`src/rtl/sram_cell_pkg.sv`:
```
// Shared types and limits for the SRAM cell sequencer and its arbiter.
package sram_cell_pkg;
    localparam int MAX_DEPTH = 16;
    localparam int MAX_PULSE = 7;
    localparam int CNT_W     = $clog2(MAX_PULSE + 1);

    typedef enum logic [2:0] {
        IDLE,
        SETUP,
        WSTROBE,
        WHOLD,
        RSTROBE,
        SAMPLE
    } state_e;

    typedef enum logic {
        REQ_A = 1'b0,
        REQ_B = 1'b1
    } req_id_e;
endpackage

```
`src/rtl/sram_rr_arb.sv`:
```
// Two-requester round-robin arbiter; the last-grant pointer resets to B so A wins first.
module sram_rr_arb
    import sram_cell_pkg::*;
(
    input  logic clk,
    input  logic rst_n,
    input  logic en_i,
    input  logic req_a_i,
    input  logic req_b_i,
    output logic gnt_a_o,
    output logic gnt_b_o
);
    req_id_e last_q, last_d;

    always_comb begin
        gnt_a_o = 1'b0;
        gnt_b_o = 1'b0;
        last_d  = last_q;
        if (en_i) begin
            if (req_a_i && req_b_i) begin
                gnt_a_o = (last_q == REQ_B);
                gnt_b_o = (last_q == REQ_A);
            end else begin
                gnt_a_o = req_a_i;
                gnt_b_o = req_b_i;
            end
            if (gnt_a_o) begin
                last_d = REQ_A;
            end else if (gnt_b_o) begin
                last_d = REQ_B;
            end
        end
    end

    always_ff @(posedge clk or negedge rst_n) begin
        if (!rst_n) begin
            last_q <= REQ_B;
        end else begin
            last_q <= last_d;
        end
    end
endmodule

```
`src/rtl/sram_cell_seq.sv`:
```
// Sequences strobed write/read accesses to an SRAM cell array for two requesters.
// Define READBACK_VERIFY_EN to re-read each write and report a miscompare on err.
module sram_cell_seq
    import sram_cell_pkg::*;
#(
    parameter int WIDTH    = 8,
    parameter int DEPTH    = 16,
    parameter int WR_PULSE = 2,
    parameter int RD_PULSE = 1
) (
    input  logic             clk,
    input  logic             rst_n,
    input  logic             req_a,
    input  logic             req_b,
    input  logic             we_a,
    input  logic             we_b,
    input  logic [3:0]       addr_a,
    input  logic [3:0]       addr_b,
    input  logic [WIDTH-1:0] wdata_a,
    input  logic [WIDTH-1:0] wdata_b,
    output logic             ack_a,
    output logic             ack_b,
    output logic             err,
    output logic [WIDTH-1:0] rdata,
    output logic [DEPTH-1:0] row_sel,
    output logic             cell_write,
    output logic [WIDTH-1:0] cell_data,
    output logic             cell_read,
    input  logic [WIDTH-1:0] cell_q
);
    localparam logic [4:0]       DEPTH_L = 5'(DEPTH);
    localparam logic [CNT_W-1:0] WR_LOAD = CNT_W'(WR_PULSE - 1);
    localparam logic [CNT_W-1:0] RD_LOAD = CNT_W'(RD_PULSE - 1);

    state_e           state_q, state_d;
    logic [CNT_W-1:0] cnt_q, cnt_d;
    logic             we_q, we_d;
    logic [3:0]       addr_q, addr_d;
    logic [WIDTH-1:0] wdata_q, wdata_d;
    req_id_e          id_q, id_d;
    logic             ack_a_q, ack_a_d, ack_b_q, ack_b_d, err_q, err_d;
    logic [WIDTH-1:0] rdata_q, rdata_d, cell_data_q, cell_data_d;
    logic [DEPTH-1:0] row_sel_q, row_sel_d, row_dec;
    logic             cell_write_q, cell_write_d, cell_read_q, cell_read_d;
    logic             gnt_a, gnt_b;

    // A requester still holds req during its ack cycle; mask it so it is not served twice.
    sram_rr_arb u_arb (
        .clk     (clk),
        .rst_n   (rst_n),
        .en_i    (state_q == IDLE),
        .req_a_i (req_a & ~ack_a_q),
        .req_b_i (req_b & ~ack_b_q),
        .gnt_a_o (gnt_a),
        .gnt_b_o (gnt_b)
    );

    for (genvar gi = 0; gi < DEPTH; gi++) begin : g_row_dec
        assign row_dec[gi] = (addr_d == 4'(gi));
    end

    always_comb begin
        state_d = state_q;
        cnt_d   = cnt_q;
        we_d    = we_q;
        addr_d  = addr_q;
        wdata_d = wdata_q;
        id_d    = id_q;
        ack_a_d = 1'b0;
        ack_b_d = 1'b0;
        err_d   = 1'b0;
        rdata_d = rdata_q;
        case (state_q)
            IDLE: begin
                if (gnt_a || gnt_b) begin
                    id_d    = gnt_b ? REQ_B : REQ_A;
                    we_d    = gnt_b ? we_b : we_a;
                    addr_d  = gnt_b ? addr_b : addr_a;
                    wdata_d = gnt_b ? wdata_b : wdata_a;
                    if ({1'b0, addr_d} >= DEPTH_L) begin
                        ack_a_d = gnt_a;
                        ack_b_d = gnt_b;
                        err_d   = 1'b1;
                    end else begin
                        state_d = SETUP;
                    end
                end
            end
            SETUP: begin
                state_d = we_q ? WSTROBE : RSTROBE;
                cnt_d   = we_q ? WR_LOAD : RD_LOAD;
            end
            WSTROBE: begin
                if (cnt_q == '0) state_d = WHOLD;
                else             cnt_d   = cnt_q - 1'b1;
            end
            WHOLD: begin
`ifdef READBACK_VERIFY_EN
                state_d = RSTROBE;
                cnt_d   = RD_LOAD;
`else
                state_d = IDLE;
                ack_a_d = (id_q == REQ_A);
                ack_b_d = (id_q == REQ_B);
`endif
            end
            RSTROBE: begin
                if (cnt_q == '0) state_d = SAMPLE;
                else             cnt_d   = cnt_q - 1'b1;
            end
            SAMPLE: begin
                state_d = IDLE;
                ack_a_d = (id_q == REQ_A);
                ack_b_d = (id_q == REQ_B);
`ifdef READBACK_VERIFY_EN
                if (we_q) err_d   = (cell_q != wdata_q);
                else      rdata_d = cell_q;
`else
                rdata_d = cell_q;
`endif
            end
            default: state_d = IDLE;
        endcase
    end

    // Array-side outputs are registered from the next state so they change cleanly on the edge.
    always_comb begin
        row_sel_d    = (state_d == IDLE) ? '0 : row_dec;
        cell_write_d = (state_d == WSTROBE);
        cell_read_d  = (state_d == RSTROBE);
        cell_data_d  = '0;
        if (we_d && (state_d inside {SETUP, WSTROBE, WHOLD})) begin
            cell_data_d = wdata_d;
        end
    end

    always_ff @(posedge clk or negedge rst_n) begin
        if (!rst_n) begin
            state_q      <= IDLE;
            cnt_q        <= '0;
            we_q         <= 1'b0;
            addr_q       <= '0;
            wdata_q      <= '0;
            id_q         <= REQ_A;
            ack_a_q      <= 1'b0;
            ack_b_q      <= 1'b0;
            err_q        <= 1'b0;
            rdata_q      <= '0;
            row_sel_q    <= '0;
            cell_write_q <= 1'b0;
            cell_read_q  <= 1'b0;
            cell_data_q  <= '0;
        end else begin
            state_q      <= state_d;
            cnt_q        <= cnt_d;
            we_q         <= we_d;
            addr_q       <= addr_d;
            wdata_q      <= wdata_d;
            id_q         <= id_d;
            ack_a_q      <= ack_a_d;
            ack_b_q      <= ack_b_d;
            err_q        <= err_d;
            rdata_q      <= rdata_d;
            row_sel_q    <= row_sel_d;
            cell_write_q <= cell_write_d;
            cell_read_q  <= cell_read_d;
            cell_data_q  <= cell_data_d;
        end
    end

    assign ack_a      = ack_a_q;
    assign ack_b      = ack_b_q;
    assign err        = err_q;
    assign rdata      = rdata_q;
    assign row_sel    = row_sel_q;
    assign cell_write = cell_write_q;
    assign cell_read  = cell_read_q;
    assign cell_data  = cell_data_q;
endmodule

```
`config.mk`:
```
export PLATFORM = sky130hd
export DESIGN_NAME = sram_cell_seq
export DESIGN_NICKNAME = d
export VERILOG_FILES = /design/src/rtl/sram_cell_pkg.sv /design/src/rtl/sram_rr_arb.sv /design/src/rtl/sram_cell_seq.sv
export SDC_FILE = /design/constraint.sdc
export NUM_CORES = 1
export LEC_CHECK = 0
export BUFFER_PORTS_ARGS = -buffer_cell sky130_fd_sc_hd__buf_2
export CORE_MARGIN = 2
export CORE_UTILIZATION = 40
export CTS_CLUSTER_DIAMETER = 120
export DETAILED_ROUTE_END_ITERATION = 10
export GPL_ROUTABILITY_DRIVEN = 0
export GPL_TIMING_DRIVEN = 0
export PLACE_DENSITY = 0.66
export RECOVER_POWER = 50
export SETUP_SLACK_MARGIN = 0.5
export SYNTH_ARGS = -nofsm -noshare
export SYNTH_HDL_FRONTEND = slang
export SYNTH_HIERARCHICAL = 1
export SYNTH_SLANG_ARGS = --single-unit
export TNS_END_PERCENT = 10
```
`constraint.sdc`:
```
create_clock -name clk -period 2.2 [get_ports clk]
set_clock_uncertainty 0.1 [all_clocks]
set_input_delay 0.22 -clock clk [delete_from_list [all_inputs] [get_ports clk]]
set_output_delay 0.22 -clock clk [all_outputs]
set_load 0.05 [all_outputs]
```
# Yosys cells after proc, flatten, opt, wreduce, memory -nomap -nowiden
# Cells that the tools add are included.
# Widths: inputs -> output; s select.
# totals
output_inout_bits,37
memories,0
latch_bits,0
inputBits,38
wordCells,91
ramBits,0
regBits,57
mem_bits_ro,0
# classes
div_mod_pow,0
mul,0
n_mux,30
n_addsub,1
n_lt_le_gt_ge,0
n_bitwise,6
n_eq_ne,25
shifts,0
n_reduce_logical,15
# ops
cell,n
$eq 4x4->1 const B,8
$mux 8,4
$eq 4x3->1 const B,4
$mux 16,1
$mux 1,15
$mux 3,5
$eq 3x2->1 const B,4
$mux 4,3
$pmux 3 s4,1
$eq 3x3->1 const B,3
$logic_not 3->1,3
$eq 4x2->1 const B,2
$eq 3x1->1 const B,2
$pmux 3 s2,1
$reduce_and 2->1,3
$eq 4x1->1 const B,1
$logic_not 4->1,1
$not 1->1,4
$reduce_bool 2->1,2
$reduce_or 2->1,2
$reduce_bool 3->1,1
$sub 3x1->3 const B,1
$and 1x1->1,2
$logic_and 1x1->1,2
2 further kinds,2

# Logic depth before layout (Yosys ltp)
# Gate-level depths: netlist of the first run.
# depth
ltp_word,13
depth_mapped,9
ltp_nobuf,7

# Cells and area by module
# Netlist of the first run, hierarchy kept.
# modules_own_cells
module,cells_each,seq_area_each_um2,instances,area_each_um2
sram_cell_seq,235,1401.3,1,2487.4
sram_rr_arb,8,26.3,1,62.6

# Worst setup path before layout of the first run
# OpenSTA, ideal clock, no wires.
# synth_path
kind,reg-to-reg
start,reg state_q[2]
end,reg cell_data_q[0] (netlist: cell_data[0])
period_less_slack_ns,2.237
path_stages_with_launch,9
required_ns,1.975
path_buffers,3
setup_time_ns,0.125
slack_ns,-0.037
arrival_ns,2.012
cell_sequence,dfrtp_1 buf_2 nor3_2 nand2_1 a21oi_1 buf_2 buf_2 mux2i_1 o21ai_1
# synth_between
elab_chain_len,9
elab_cells_between_ends,23
cone_classes,eq/ne (6); mux (13); reduce/logical (4)
# synth_lines
item,line_no,rtl
start: declaration,sram_cell_seq.sv:35,"state_e state_q, state_d;"
start signal: assignment,sram_cell_seq.sv:154,state_q <= state_d;
$logic_not 3->1 (*),sram_cell_seq.sv:51,".en_i (state_q == IDLE),"
$mux 1 (*),sram_rr_arb.sv:19,if (en_i) begin
via gnt_b,sram_cell_seq.sv:45,"logic gnt_a, gnt_b;"
$logic_or 1x1->1,sram_cell_seq.sv:75,if (gnt_a || gnt_b) begin
$mux 3,sram_cell_seq.sv:75,
$pmux 3 s4,sram_cell_seq.sv:73,case (state_q)
$eq 3x1->1 or $eq 3x2->1 (tied branches),sram_cell_seq.sv:132,"if (we_d && (state_d inside {SETUP, WSTROBE, WHOLD})) begin"
$reduce_bool 3->1,sram_cell_seq.sv:132,
$logic_and 1x1->1,sram_cell_seq.sv:132,
$mux 8 (*),sram_cell_seq.sv:132,
via cell_data_d[0],sram_cell_seq.sv:42,"logic [WIDTH-1:0] rdata_q, rdata_d, cell_data_q, cell_data_d;"
end signal: assignment,sram_cell_seq.sv:167,cell_data_q <= cell_data_d;
end: declaration,sram_cell_seq.sv:42,
# Mark *: on every way through the listed nets, which the timed path passes. The rest lies on a longest branch.
# A chain may end at the register's enable or synchronous reset.

# Final worst setup path of the first run
# layout_path
start,reg state_q[2]
end,reg cell_data_q[7] (netlist: cell_data[7])
# The elaborated chain is that of the path after synthesis.

==> results.py, run 1 <==
metrics = {
    "place": {
        "dp_hpwl_um": 3990,
        "portBuffers": 73,
        "dp_cells": 393,
        "post-place-ws_ps": -13.5,
        "place_area_um2": 3060,
    },
    "worst_setup_path": {
        "crit_required_ps": 2320,
        "cp-end-kind": "flop",
        "crit_path_max_fanout": 5,
        "rrSetupSlack_ps": 220,
        "worstSetupPathType": "reg2reg",
        "cp-start-kind": "flop",
        "cp.arrival_ps": 2110,
    },
    "pwr": {
        "vdd_drop_max_uv": 737,
        "p_seq_share_pct": 30.4,
        "p_switching_mw": 2.54,
        "p_leak_nw": 1.60,
        "p_per_area_nw_per_um2": 1630,
        "swShare_pct": 46.1,
        "clockPowerShare_pct": 17.3,
        "power_frac_comb_pct": 52.2,
        "internal_power_mw": 2.97,
    },
    "floorplan": {
        "die_h_um": 83.8,
        "initial_core_util_pct": 40.9,
        "fp.dieW_um": 83.8,
        "ioPinCount": 75,
        "core_area_um2": 6240,
        "num_rows": 29,
        "dieArea_um2": 7030,
    },
    "detailed_routing": {
        "drt_wl_total_um": 5760,
        "vias": 2146,
        "detail_route.wl_per_cell_um": 13.8,
        "detail_route.first_pass.iterations": 4,
        "drt-initial-drc-count": 130,
        "vias_per_cell": 5.15,
        "drc": 0,
        "ant_nets": 0,
    },
    "cells_and_area": {
        "diodes": 0,
        "area_delta_synth_final_pct": 32.8,
        "fillers": 582,
        "drive_gt1_share_pct": 35.9,
        "nNetsFinal": 375,
        "fin_cells": 417,
        "stdcell_area_um2": 3390,
    },
    "clock_network": {
        "clock-sinks": 57,
        "cts-buffers-inserted": 9,
        "htreeDepth": 3,
        "cts_max_path_buffers": 2,
        "cts_tree": "yes",
        "cts_root_buffer": "clkbuf_8",
        "clkLatencyLatePin_ps": 340,
        "clk_pin_slew_ps": 60,
    },
    "sta": {
        "min_period_ps": 1980,
        "worst_slew_pin_slew_ps": 1380,
        "grt_setup_unrepaired": "true",
        "finalSetupTns_ps": 0,
        "setup-violations-final": 0,
        "worst_slack_ps": 218,
        "fin_crit_sh_pct": 90.1,
        "slew_viol_final": 0,
        "fmax_ghz": 0.505,
        "hold_viol_final": 0,
        "max-slew-margin-rel_pct": 8.29,
    },
    "global_routing": {
        "grt_start_max_net_pins": 58,
        "gr-usage-all-layers_pct": 17.1,
        "grt_pass1_wl_um": 9380,
        "overflow": 0,
        "grt_pass1_vias": 2065,
        "grt_antenna_before_repair": 0,
    },
    "yosys": {
        "synthArstFlopShare_pct": 100,
        "synth_cells": 243,
        "yosysWarningCount": 6,
        "synth_cell_type_count": 44,
        "ys_seq_area_share_pct": 56.0,
        "synth-edff-count": 0,
        "synthesis.nets": 283,
        "ys.flop_type": "dfrtp_1",
        "syn-cell-area_um2": 2550,
        "postSynthAreaPerCell_um2": 10.5,
        "synth-seq-cells": 57,
    },
    "run": {
        "maxCapViolations": 0,
    },
    "worst_hold_path": {
        "hold_path.class": "in2reg",
    },
    "run_status": {
        "outcome": "finished clean",
    },
}
-- metrics by stage --
stage               power (mW)  hold WS, ps  utilization [%]
global route              5.86         2.21             54.3
global placement          4.32          355             49.0
finish                    5.51         13.9             54.3
floorplan                 3.76         -176                -
CTS                       5.51         2.50             53.6
detailed placement        4.38          360             49.0
-- critical path: stages, from the launching register on --
cell	delay, ps
dfrtp_1	370
buf_6	120
nor3_4	220
nand2_2	100
a21oi_4	210
buf_6	130
mux2_4	300
and3_4	140
o22a_1	170
-- cell usage in the layout, fill, tap and decap left out, drive strengths merged, types with 2 or more instances in the layout --
cell,n
dfrtp,56
inv,8
nor3b,2
o22a,3
nor2b,3
a22oi,3
mux2i,10
a21oi,10
and2,2
ha,2
a31oi,2
clkinv,4
and3,3
nand3,2
nand2b,6
mux2,9
buf,68
nand4b,3
nor2,11
o21ai,23
o22ai,18
clkbuf,32
nor3,2
nand2,40
-- cell type report --
class / instances / area, µm² / area share (%)
tap: 77 / 96.3 / 2.85
inverter: 8 / 30.0 / 0.887
clock inverter: 6 / 57.6 / 1.70
buffer: 10 / 80.1 / 2.37
timing repair buffer: 81 / 409 / 12.1
sequential: 57 / 1430 / 42.2
multi-input combinational: 168 / 1140 / 33.8
clock buffer: 10 / 138 / 4.07
-- logic make-up after synthesis --
group | count (synthesis) | share of synthesized area [%]
AND/OR/NAND/NOR | 78 | 15.2
AO/OA/AOI/OAI | 66 | 15.8
flip-flops | 57 | 56.0
multiplexers | 19 | 7.90
buffers and inverters | 18 | 3.09
adder cells (fa/ha/maj) | 2 | 0.981
XOR/XNOR | 2 | 0.982
other | 1 | 0.147
-- power by group through the flow --
stage          clock network, mW  registers [mW]  logic [mW]
6_report                   0.956            1.68        2.88
5_1_grt                     1.04            1.72        3.10
4_1_cts                    0.980            1.68        2.85
3_5_place_dp                   0            1.70        2.68
3_3_place_gp                   0            1.69        2.63
2_1_floorplan                  0            2.42        1.34
-- synth_stat cells (4+ instances only) --
cell | n | area share, %
mux2i_1 | 10 | 3.9
dfrtp_1 | 56 | 55
a21oi_1 | 9 | 1.8
nand2b_1 | 6 | 1.5
o21ai_1 | 19 | 3.7
o21ai_0 | 4 | 0.79
buf_2 | 6 | 1.2
nand2_1 | 39 | 5.7
mux2_2 | 9 | 4.0
nor2_1 | 11 | 1.6
inv_1 | 8 | 1.2
o22ai_1 | 18 | 4.4
-- repair_timing --
| action | 4_1_cts | 5_1_grt |
|---|---|---|
| hold buffers | 0 | 1 |
| resized for setup | 10 | 15 |
| setup buffers | 7 | 0 |
| pin swaps | 1 | 1 |
| endpoints found under the hold margin | 0 | 56 |
| endpoints found under the setup margin | 46 | 49 |
-- metal layers --
| metal | vias to the layer above | global-route usage (%) | share of wire [%] |
|---|---|---|---|
| met5 | - | 0 | 0 |
| met4 | 0 | 7.18 | 2.2 |
| met3 | 11 | 6.53 | 7.0 |
| met2 | 78 | 25.7 | 46 |
| met1 | 1012 | 22.1 | 44 |
| li1 | 1045 | - | - |
-- flip-flops by register name, indices dropped and copies added, names as in the netlist, 3 cells and up --
signal     count
row_sel       16
cell_data      8
rdata          8
wdata_q        8
addr_q         4
cnt_q          3
state_q        3
-- final timing paths --
path                                 startpoint                endpoint  depth (start not counted)
max                        state_q[2]$_DFF_PN0_  cell_data[7]$_DFF_PN0_                          8
min                                   cell_q[7]    rdata[7]$_DFFE_PN0N_                          2
min in group asynchronous                 rst_n  cell_data[0]$_DFF_PN0_                          2
max reg2reg                state_q[2]$_DFF_PN0_  cell_data[7]$_DFF_PN0_                          8
min reg2reg                wdata_q[5]$_DFF_PN0_    wdata_q[5]$_DFF_PN0_                          2
max in group asynchronous                 rst_n    state_q[1]$_DFF_PN0_                          2
Power figures use the tool's default switching activity.
==> run 2: changes to the inputs <==
Settings changed: GPL_TIMING_DRIVEN 0 to unset, PLACE_DENSITY 0.66 to 0.65, SYNTH_HIERARCHICAL 1 to unset.
==> results.py, run 2 <==
metrics = {
    "sta": {
        "min_period_ps": 1770,
        "grt_setup_unrepaired": "true",
        "worst_slew_pin_slew_ps": 674,
        "finalSetupTns_ps": 0,
        "slew_viol_final": 0,
        "setup-violations-final": 0,
        "max-slew-margin-rel_pct": 55.3,
        "fin_crit_sh_pct": 80.2,
        "fmax_ghz": 0.566,
        "hold_viol_final": 0,
    },
    "global_routing": {
        "grt_start_max_net_pins": 33,
        "grt_antenna_before_repair": 0,
        "grt_pass1_wl_um": 9750,
        "gr-usage-all-layers_pct": 17.4,
        "overflow": 0,
        "grt_pass1_vias": 2085,
    },
    "floorplan": {
        "core_area_um2": 6390,
        "fp.dieW_um": 85.5,
        "die_h_um": 85.5,
        "ioPinCount": 75,
        "dieArea_um2": 7310,
        "initial_core_util_pct": 41.6,
        "num_rows": 29,
    },
    "run": {
        "maxCapViolations": 0,
    },
    "clock_network": {
        "clock-sinks": 57,
        "cts_max_path_buffers": 2,
        "clk_pin_slew_ps": 70,
        "cts_root_buffer": "clkbuf_8",
        "clkLatencyLatePin_ps": 340,
        "htreeDepth": 3,
        "cts-buffers-inserted": 9,
        "cts_tree": "yes",
    },
    "pwr": {
        "swShare_pct": 46.5,
        "p_seq_share_pct": 26.9,
        "clockPowerShare_pct": 16.9,
        "p_leak_nw": 1.81,
        "power_frac_comb_pct": 56.2,
        "vdd_drop_max_uv": 824,
        "p_switching_mw": 2.99,
        "p_per_area_nw_per_um2": 1760,
        "internal_power_mw": 3.45,
    },
    "yosys": {
        "syn-cell-area_um2": 2660,
        "postSynthAreaPerCell_um2": 11.0,
        "synth_top_area_share_pct": 52.8,
        "synth_common_cells": "dfrtp_1, nor2_1, nand2_1, mux2i_1, inv_1",
        "synth.most_common_cell": "dfrtp_1",
        "ys_seq_area_share_pct": 53.7,
        "synth.area.top_cells": "dfrtp_1, mux2i_1, nor2_1",
        "synthesis.nets": 281,
        "synthArstFlopShare_pct": 100,
        "synth-edff-count": 0,
        "ys.flop_type": "dfrtp_1",
        "synth-seq-cells": 57,
        "synth_cell_type_count": 51,
        "yosysWarningCount": 0,
        "synth_cells": 241,
        "synth_top_area_cell": "dfrtp_1",
    },
    "cells_and_area": {
        "largest_register_ffs": 16,
        "final_cell_mix": "buf_2, dfrtp_1, nor2_1, nand2_1, buf_4",
        "diodes": 0,
        "area_delta_synth_final_pct": 37.8,
        "drive_gt1_share_pct": 41.6,
        "nNetsFinal": 388,
        "final_common_cell": "buf_2",
        "fillers": 587,
        "stdcell_area_um2": 3660,
    },
    "detailed_routing": {
        "vias_per_cell": 4.94,
        "drt-initial-drc-count": 75,
        "detail_route.first_pass.iterations": 4,
        "ant_nets": 0,
        "drc": 0,
        "vias": 2126,
        "drt_wl_total_um": 6320,
        "detail_route.wl_per_cell_um": 14.7,
    },
    "worst_setup_path": {
        "worstSetupPathType": "reg2reg",
        "crit_path_end": "addr_q[1]$_DFF_PN0_",
        "cp.arrival_ps": 1890,
        "cp_num_buf_inv": 3,
        "max_stage_delay_ps": 450,
        "r2r_start": "state_q[0]$_DFF_PN0_",
        "crit_start": "state_q[0]$_DFF_PN0_",
        "cp-start-kind": "flop",
        "cp-end-kind": "flop",
        "cp.depth": 6,
        "rr_worst_depth": 6,
        "crit_required_ps": 2320,
        "rrSetupSlack_ps": 430,
        "crit_path_max_fanout": 6,
        "crit_slowest_cell": "dfrtp_2",
        "critPathTopFamily": "flip-flops",
        "crit_chain": "nor3_4 -> buf_6 -> o221ai_2 -> o22ai_4 -> inv_4 -> buf_4",
        "rr_endpoint": "addr_q[1]$_DFF_PN0_",
    },
    "run_status": {
        "outcome": "finished clean",
    },
    "place": {
        "place_area_um2": 3130,
        "dp_hpwl_um": 4120,
        "portBuffers": 73,
    },
    "worst_hold_path": {
        "hold_path.class": "in2reg",
    },
}
-- run 2: power groups by stage --
stage               Sequential, mW  Clock [mW]  Combinational [mW]
floorplan                     2.61           0                1.54
global placement              1.74           0                3.03
detailed placement            1.75           0                3.08
CTS                           1.74        1.11                3.30
global route                  1.78        1.16                3.88
finish                        1.73        1.09                3.62
-- run 2: layout make-up --
| class | instances | area (µm²) | share of cell area, % |
|---|---|---|---|
| sequential | 57 | 1430 | 39.1 |
| multi-input combinational | 165 | 1260 | 34.4 |
| timing repair buffer | 102 | 601 | 16.4 |
| clock buffer | 11 | 141 | 3.86 |
| tap | 77 | 96.3 | 2.63 |
| clock inverter | 5 | 78.8 | 2.15 |
| inverter | 13 | 51.3 | 1.40 |
-- run 2: logic make-up (layout without fill, tap and decap cells) --
logic type	after synthesis	in the layout	share of synthesized area, %
buffers and inverters	21	131	4.10
AO/OA/AOI/OAI	45	47	14.6
XOR/XNOR	2	2	0.660
AND/OR/NAND/NOR	92	92	17.6
multiplexers	21	21	8.29
flip-flops	57	57	53.7
other	1	1	0.141
adder cells (fa/ha/maj)	2	2	0.942
-- run 2: metal layers --
metal	part of all wire [%]	GRT usage, %	vias up
met2	48	27.9	65
met4	2.1	9.38	0
li1	-	-	1044
met1	44	21.8	1005
met5	0	0	-
met3	6.0	4.23	12
-- run 2: worst min-delay path by stage --
stage,end,cells after the start,slack (ps),start
3_3_place_gp,row_sel[13]$_DFF_PN0_,1,170,rst_n
3_5_place_dp,row_sel[13]$_DFF_PN0_,1,170,rst_n
5_1_grt,rdata[5]$_DFFE_PN0N_,2,8,cell_q[5]
4_1_cts,rdata[2]$_DFFE_PN0N_,2,0.9,cell_q[2]
2_1_floorplan,ack_a$_DFF_PN0_,0,-180,rst_n
6_report,rdata[2]$_DFFE_PN0N_,2,10,cell_q[2]
-- run 2: what timing repair did --
| action | CTS | global route |
|---|---|---|
| endpoints found under the setup margin | 36 | 37 |
| cloned | 1 | 1 |
| buffers inserted | 5 | 14 |
| hold endpoints to repair | 27 | 0 |
| gates resized for setup | 17 | 14 |
| hold buffers | 3 | 0 |
| pin swaps | 3 | 8 |
-- run 2: per-stage QoR --
| step | power, mW | utilization (%) | instances | worst slack (ps) | hold WS, ps |
|---|---|---|---|---|---|
| after floorplan | 4.15 | - | 241 | 524 | -176 |
| after global placement | 4.77 | 49.0 | 390 | 327 | 166 |
| after detailed placement | 4.83 | 49.0 | 390 | 330 | 171 |
| after CTS | 6.15 | 55.0 | 415 | 449 | 0.870 |
| after global routing | 6.83 | 57.3 | 430 | 369 | 7.94 |
| final | 6.44 | 57.3 | 430 | 435 | 14.2 |
==> run 3: changes to the inputs <==
Clock period 2.2 ns to 1.6 ns, I/O delays scaled along.
==> results.py, run 3 (synthesis results as in run 2) <==
metrics = {
    "run_status": {
        "outcome": "finished with violations",
        "violations": "setup timing",
    },
    "worst_setup_path": {
        "crit_chain": "or3b_4 -> o32ai_4 -> o2bb2ai_2 -> nand2_2 -> nor2_1",
        "rr_endpoint": "row_sel[0]$_DFF_PN0_",
        "r2r_start": "ack_a$_DFF_PN0_",
        "rr_worst_depth": 5,
        "crit_slowest_cell": "dfrtp_2",
        "cp-start-kind": "flop",
        "crit_path_max_fanout": 5,
        "crit_required_ps": 1770,
        "max_stage_delay_ps": 430,
        "cp.arrival_ps": 1830,
        "worstSetupPathType": "reg2reg",
        "cp-end-kind": "flop",
        "rrSetupSlack_ps": -70,
    },
    "floorplan": {
        "num_rows": 29,
        "initial_core_util_pct": 41.6,
        "fp.dieW_um": 85.5,
        "core_area_um2": 6390,
        "ioPinCount": 75,
        "die_h_um": 85.5,
        "dieArea_um2": 7310,
    },
    "sta": {
        "finalSetupTns_ps": -1190,
        "slew_viol_final": 0,
        "hold_viol_final": 0,
        "worst_slack_ps": -66.4,
        "grt_setup_unrepaired": "true",
        "min_period_ps": 1670,
        "timing.hold.ws_ps": 50.7,
        "fin_crit_sh_pct": 104,
        "worst_slew_pin_slew_ps": 817,
        "setup-violations-final": 29,
        "fmax_ghz": 0.600,
        "max-slew-margin-rel_pct": 45.5,
    },
    "global_routing": {
        "grt_antenna_before_repair": 0,
        "gr-usage-all-layers_pct": 19.1,
        "grt_pass1_vias": 2275,
        "grt_start_max_net_pins": 33,
        "overflow": 0,
        "grt_pass1_wl_um": 10800,
    },
    "detailed_routing": {
        "vias": 2252,
        "drt-initial-drc-count": 60,
        "vias_per_cell": 4.95,
        "detail_route.first_pass.iterations": 4,
        "ant_nets": 0,
        "drt_wl_total_um": 6600,
        "detail_route.wl_per_cell_um": 14.5,
        "drc": 0,
    },
    "clock_network": {
        "htreeDepth": 3,
        "clock-sinks": 57,
        "cts_max_path_buffers": 2,
        "clk_pin_slew_ps": 70,
        "cts_tree": "yes",
        "clkLatencyLatePin_ps": 340,
        "cts-buffers-inserted": 9,
        "cts_root_buffer": "clkbuf_8",
    },
    "cells_and_area": {
        "fillers": 506,
        "diodes": 0,
        "drive_gt1_share_pct": 51.1,
        "area_delta_synth_final_pct": 54.4,
        "final_cell_mix": "dfrtp_1, buf_4, buf_2, buf_6, nor2_1",
        "largest_register_ffs": 16,
        "final_common_cell": "dfrtp_1",
        "nNetsFinal": 413,
        "post-route-util_pct": 64.2,
    },
    "worst_hold_path": {
        "min_to": "wdata_q[7]$_DFF_PN0_",
        "worst_hold_path.num_cells": 3,
        "hold_path.class": "in2reg",
        "worstHoldStart": "wdata_a[7]",
    },
    "pwr": {
        "p_leak_nw": 2.01,
        "p_per_area_nw_per_um2": 2330,
        "vdd_drop_max_uv": 1270,
    },
    "place": {
        "dp_hpwl_um": 4510,
        "portBuffers": 73,
        "post-place-ws_ps": -170,
    },
    "run": {
        "maxCapViolations": 0,
    },
}
## run 3: cell count changes in the layout (fill, tap and decap cells not counted), sizes merged
cell         delta
bufinv          -2
clkinv          +1
dlygate4sd3     +6
clkinvlp        +1
clkbuf         -15
buf            +36
o21ai           -2
## run 3: worst max-delay path by stage
stage / to / startpoint
3_3_place_gp: cell_data[7]$_DFF_PN0_ / u_arb.last_q$_DFFE_PN1P_
6_report: row_sel[0]$_DFF_PN0_ / ack_a$_DFF_PN0_
4_1_cts: row_sel[13]$_DFF_PN0_ / ack_b$_DFF_PN0_
3_5_place_dp: cell_data[7]$_DFF_PN0_ / u_arb.last_q$_DFFE_PN1P_
5_1_grt: row_sel[11]$_DFF_PN0_ / state_q[0]$_DFF_PN0_
2_1_floorplan: row_sel[0]$_DFF_PN0_ / ack_b$_DFF_PN0_
## run 3: worst max-delay path, delay by kind of cell, from the launching register on
family | cells | cell delay, ps
and+or+nand+nor | 3 | 670
DFF | 1 | 430
AOI/OAI and AO/OA | 2 | 390
## run 3: per-stage QoR
step | instance area (µm²) | instances | total power [mW]
2_1_floorplan | 2690 | 241 | 5.77
3_3_place_gp | 3370 | 418 | 7.08
3_5_place_dp | 3370 | 418 | 7.17
4_1_cts | 4020 | 452 | 9.35
5_1_grt | 4100 | 455 | 10.1
6_report | 4100 | 455 | 9.56
## run 3: final cells by class
type	instances	area [µm²]	share of cell area (%)
multi-input combinational	163	1300	31.8
sequential	57	1430	34.9
tap	77	96.3	2.35
clock buffer	11	141	3.45
clock inverter	5	31.3	0.763
timing repair buffer	129	1050	25.5
inverter	13	51.3	1.25
## run 3: report_power, final
group | internal [mW] | total, mW | leakage (nW) | switching (mW)
clock | 0.597 | 1.17 | 0.0891 | 0.573
sequential | 2.07 | 2.45 | 0.727 | 0.387
combinational | 2.57 | 5.93 | 1.20 | 3.37
## run 3: per-layer routing
metal  wire length [µm]  GRT usage, %  share of wire, %  vias to the layer above
li1                   -             -                 -                     1094
met1               2900          24.8                44                     1076
met2               3260          30.4                49                       69
met3                302          4.04               4.6                       13
met4                139          9.52               2.1                        0
met5                  0             0                 0                        -
## run 3: repair_timing
item	4_1_cts	5_1_grt
setup endpoints to repair	93	93
pin swaps	14	4
endpoints found under the hold margin	64	0
gates resized for setup	93	13
hold buffers	9	0
buffers inserted	9	3
